### src/rtl/second_counter_pkg.sv
// Shared constants for the one-second tick counter: count width and default
// terminal value (100 cycles per "second" at the default setting).
package second_counter_pkg;

  localparam int unsigned CNT_W              = 7;
  localparam int          SECOND_CNT_DEFAULT = 99;
  localparam int          MAX_LEGAL_VAL      = 127;

  typedef logic [CNT_W-1:0] cnt_t;

  // True when a terminal value fits the counter and gives a period >= 2.
  function automatic bit max_val_legal(input int val);
    return (val >= 1) && (val <= MAX_LEGAL_VAL);
  endfunction

endpackage : second_counter_pkg

### src/rtl/second_counter.sv
// Free-running "second" counter: counts 0..pMAX_VAL while enabled, wraps to 0,
// and decodes the last and next-to-last values of the period.
module second_counter
  import second_counter_pkg::*;
#(
  parameter int pSECOND_CNT_VALUE = SECOND_CNT_DEFAULT,
  parameter int pMAX_VAL          = pSECOND_CNT_VALUE
) (
  input  logic             clk,
  input  logic             rst,
  input  logic             en,
  output logic [CNT_W-1:0] count,
  output logic             last,
  output logic             pre_last
);

  // Terminal value and its predecessor at counter width.
  localparam cnt_t MAX_C     = cnt_t'(pMAX_VAL);
  localparam cnt_t PRE_MAX_C = cnt_t'(pMAX_VAL - 1);

  // An illegal terminal value would either never be reached or collapse the
  // period, so refuse to elaborate rather than build a silently wrong counter.
  if (!max_val_legal(pMAX_VAL)) begin : g_bad_max_val
    $error("second_counter: pMAX_VAL=%0d outside legal range 1..%0d",
           pMAX_VAL, MAX_LEGAL_VAL);
  end

  cnt_t count_q;
  cnt_t count_d;

  // Next-state: increment below the terminal value, otherwise wrap to 0.
  // Using ">=" also recovers from any out-of-range value on the next enable.
  always_comb begin
    count_d = count_q;
    if (en) begin
      if (count_q < MAX_C) begin
        count_d = count_q + 7'd1;
      end else begin
        count_d = 7'd0;
      end
    end else begin
      count_d = count_q;
    end
  end

  // Counter register; synchronous reset wins over enable and wrap.
  always_ff @(posedge clk) begin
    if (rst) begin
      count_q <= 7'd0;
    end else begin
      count_q <= count_d;
    end
  end

  assign count    = count_q;
  // Decodes are purely from the count so they are valid regardless of en.
  assign last     = (count_q == MAX_C);
  assign pre_last = (count_q == PRE_MAX_C);

endmodule : second_counter

### config.mk
export PLATFORM = sky130hd
export DESIGN_NAME = second_counter
export DESIGN_NICKNAME = d
export VERILOG_FILES = /design/src/rtl/second_counter_pkg.sv /design/src/rtl/second_counter.sv
export SDC_FILE = /design/constraint.sdc
export NUM_CORES = 1
export LEC_CHECK = 0
export BUFFER_PORTS_ARGS = -buffer_cell sky130_fd_sc_hd__buf_2
export CAP_MARGIN = 5
export CORE_AREA = 2 2 39 41
export CTS_BUF_LIST = sky130_fd_sc_hd__clkbuf_2 sky130_fd_sc_hd__clkbuf_4 sky130_fd_sc_hd__clkbuf_8
export CTS_CLUSTER_DIAMETER = 150
export DETAILED_ROUTE_END_ITERATION = 7
export DIE_AREA = 0 0 41 43
export GPL_TIMING_DRIVEN = 0
export HOLD_SLACK_MARGIN = 0.03
export PLACE_DENSITY_LB_ADDON = 0.08
export SYNTH_ARGS = -nofsm -noshare
export SYNTH_HDL_FRONTEND = slang
export SYNTH_SLANG_ARGS = --single-unit
### constraint.sdc
create_clock -name clk -period 4.3 [get_ports clk]
set_clock_uncertainty 0.15 [all_clocks]
set_input_delay 0.645 -clock clk [delete_from_list [all_inputs] [get_ports clk]]
set_output_delay 0.645 -clock clk [all_outputs]
set_load 0.01 [all_outputs]
==> results.md <==
- GRT busiest layer: met2
- Max stage delay cell, worst path: dfxtp_1
- Initial antenna violation count: 0
- Fin nets: 60
- Synth Instances: 40
- Ys flop type: dfxtp_1
- Main combinational cell family by area after synthesis: simple AND/OR/NAND/NOR gates
- CP Max Fanout: 7
- Post-CTS Hold Fix Bufs: 0
- Setup Fix Bufs, Post-CTS: 0
- Final Cycle Share: 0.4811
- Final instance area: approximately 460 um2
- Fillers: 158
- Internal: around 0.12 mW
- Peak supply drop: ~0.11 mV
- Diode count: 0
- Final wirelength: approximately 770 um
- Initial Utilization: 0.2595
- Core area: ~0.0014 mm2
- Synth Area per Inst: roughly 9 um2
- Final Util: 0.3318
- Met3 usage: 0.04712
- Ys Warns: 0
- Synth top cells by count: dfxtp_1, nor2_1, nand2_1
- Mean routed wirelength per cell: about 11 um
- Area delta synth->final: 27.87%
- Count of final setup violators: 0
- Port bufs: 10
- Synth Area in XOR/XNOR: 0.09756
- Delay-heaviest family, CP: simple AND/OR/NAND/NOR gates
- Remaining DRCs: 0
- EDFF count, synth: 0
- NetSw: 0.03461 mW
- Sequential fraction of the synthesis area: 0.3902
- Die width: around 40 um
- Compound-gate portion of the synthesized area: 0.1638
- Sw frac: 0.2302
- Slew Limit Fails: 0
- Relative slew slack: 0.7688
- Die Area: ~0.0018 mm2
- Total GRT Usage: 0.1047
- Max FFs per register: 7
- Final hold violation count: 0
- HPWL Detailed: around 590 um
- Most frequent cell after synthesis: dfxtp_1
- RSZ-0062 raised after global routing: no
- Final GP Congestion: just under 0.7
- Max stage delay on crit path: ~0.37 ns
- Resized cells post-CTS: 0
- Fraction of registers with async set/reset: 0
- TritonCTS clock tree: built
- Met2 Usage GRT: 0.1469
- Yosys top cell area share: 0.3902
- Syn Std Cell Area: roughly 360 um2
- Crit path DAT: around 1.3 ns
- Post-Synth Simple-Gate Area: 0.2474
- Final Critical Period: between 2 and 2.5 ns
- Root Buffer Master: clkbuf_4
- Startpoint Class: register
- Static Leak: between 0.15 and 0.2 nW
- Router iterations before antenna repair: 4
- Tightest Pin Transition: around 0.35 ns
- Nature of the critical path endpoint: primary output
- First-pass GRT wire length: 1200 um
- Maximum clock insertion buffer count: 2
- Final ANT Viol Nets: 0
- Worst-Skew Late Latency: about 0.25 ns
- Critical path type: reg2out
- CTS buffer count: 3
- Via count: 337
- Flop pwr share: 0.475
- Achievable Freq: about 480 MHz
- Status: finished, final reports clean
- Vias in the first global route: 285
- Worst EP required: ~3.5 ns
- Synth Net Count: 45
- Comb pwr share: 0.096
- Pwr/cell area: about 330 mW/mm2
- Setup TNS: 0 ns
- Synth area leaders: dfxtp_1, xor2_1, ha_1, nand4_1, nor2_1
- Flops & latches, synth: 7
- Die Y: around 43 um
- GR met1 Demand/Resource: 0.1266
- Buffer and inverter count on the worst path: 1
- Post-place instance area: ~430 um2
- H-tree depth: 1
- Max Cap Viol: 0
- Total grt overflow: 0
- Via density: about 4.8
- Top Ports: 12
- DRT iter0 DRCs: 7
- Mux cell area share after synthesis: 0
- Clock power frac: 0.429
- Worst-path clk slew: approximately 0.05 ns
- Dominant cell type by area after synthesis: dfxtp_1
- Clk sinks: 7
- Post-Synth Adder-Cell Area: 0.06969
- Row count: 14
- Critical-path cell list: nor4_1 -> and2_1 -> buf_2
- Pin count of the biggest net entering global routing: 9
- Share of layout cells above drive strength 1: 0.3333
- Distinct cells, synth: 18
- Hold Path Class: reg2reg
==> worst paths after layout <==
path	from	end	slack, ns	depth (start not counted)
setup / recovery	count[2]	last	2.23	3
hold / removal	count[6]	count[6]	0.38	2
setup reg to reg	count[0]	count[6]	2.70	4
hold reg to reg	count[6]	count[6]	0.38	2
==> area by class of cell <==
cell class	instances	area (um2)	share of cell area
clock buffers	4	30.03	0.06540
well taps	16	20.02	0.04360
multi-input cells	31	207.7	0.4523
flip-flops and latches	7	140.1	0.3052
repair buffers	10	50.05	0.1090
inverters	1	3.754	0.008174
plain buffers	1	7.507	0.01635
==> cell usage in the layout, fill, tap and decap left out, types with 2 or more instances in the layout <==
| master | count |
|---|---|
| nand2_1 | 4 |
| and2_1 | 2 |
| or3_1 | 2 |
| nor2_1 | 5 |
| o21ai_0 | 2 |
| xor2_1 | 3 |
| dfxtp_1 | 7 |
| nand4_1 | 3 |
| buf_2 | 10 |
| clkbuf_4 | 4 |
| ha_1 | 2 |
| a21oi_1 | 2 |
==> worst register-to-register path, stage by stage, from the launching register on <==
cell,delay [ns]
dfxtp_1,0.46
ha_1,0.24
nand4_1,0.16
or3_1,0.38
a21oi_1,0.14
==> power by group through the flow <==
| stage | Clock [mW] | Sequential (mW) | Combinational (mW) |
|---|---|---|---|
| floorplan | 0 | 0.0731 | 0.00928 |
| global placement | 0 | 0.0728 | 0.0141 |
| detailed placement | 0 | 0.0727 | 0.0147 |
| CTS | 0.0681 | 0.0713 | 0.0148 |
| global route | 0.0716 | 0.0720 | 0.0160 |
| finish | 0.0644 | 0.0714 | 0.0145 |
==> metrics by stage <==
| stage | cells | hold WS (ns) | total power [mW] | worst slack, ns |
|---|---|---|---|---|
| after floorplan | 40 | 0.3775 | 0.08236 | 2.627 |
| after global placement | 66 | 0.3513 | 0.08690 | 2.504 |
| after detailed placement | 66 | 0.3757 | 0.08737 | 2.469 |
| after CTS | 70 | 0.3838 | 0.1542 | 2.195 |
| after global routing | 70 | 0.4280 | 0.1596 | 2.067 |
| final | 70 | 0.3786 | 0.1503 | 2.231 |
==> layer usage <==
layer | routed length (um) | vias to the layer above
li1 | - | 168
met1 | 342 | 159
met2 | 359 | 10
met3 | 65 | 0
met4 | 0 | 0
met5 | 0 | -
==> logic make-up after synthesis <==
| family | after synthesis |
|---|---|
| buffers and inverters | 2 |
| AND/OR/NAND/NOR | 18 |
| XOR/XNOR | 4 |
| adder cells (fa/ha/maj) | 2 |
| flip-flops | 7 |
| AO/OA/AOI/OAI | 7 |
(Power assumes the default switching activity.)
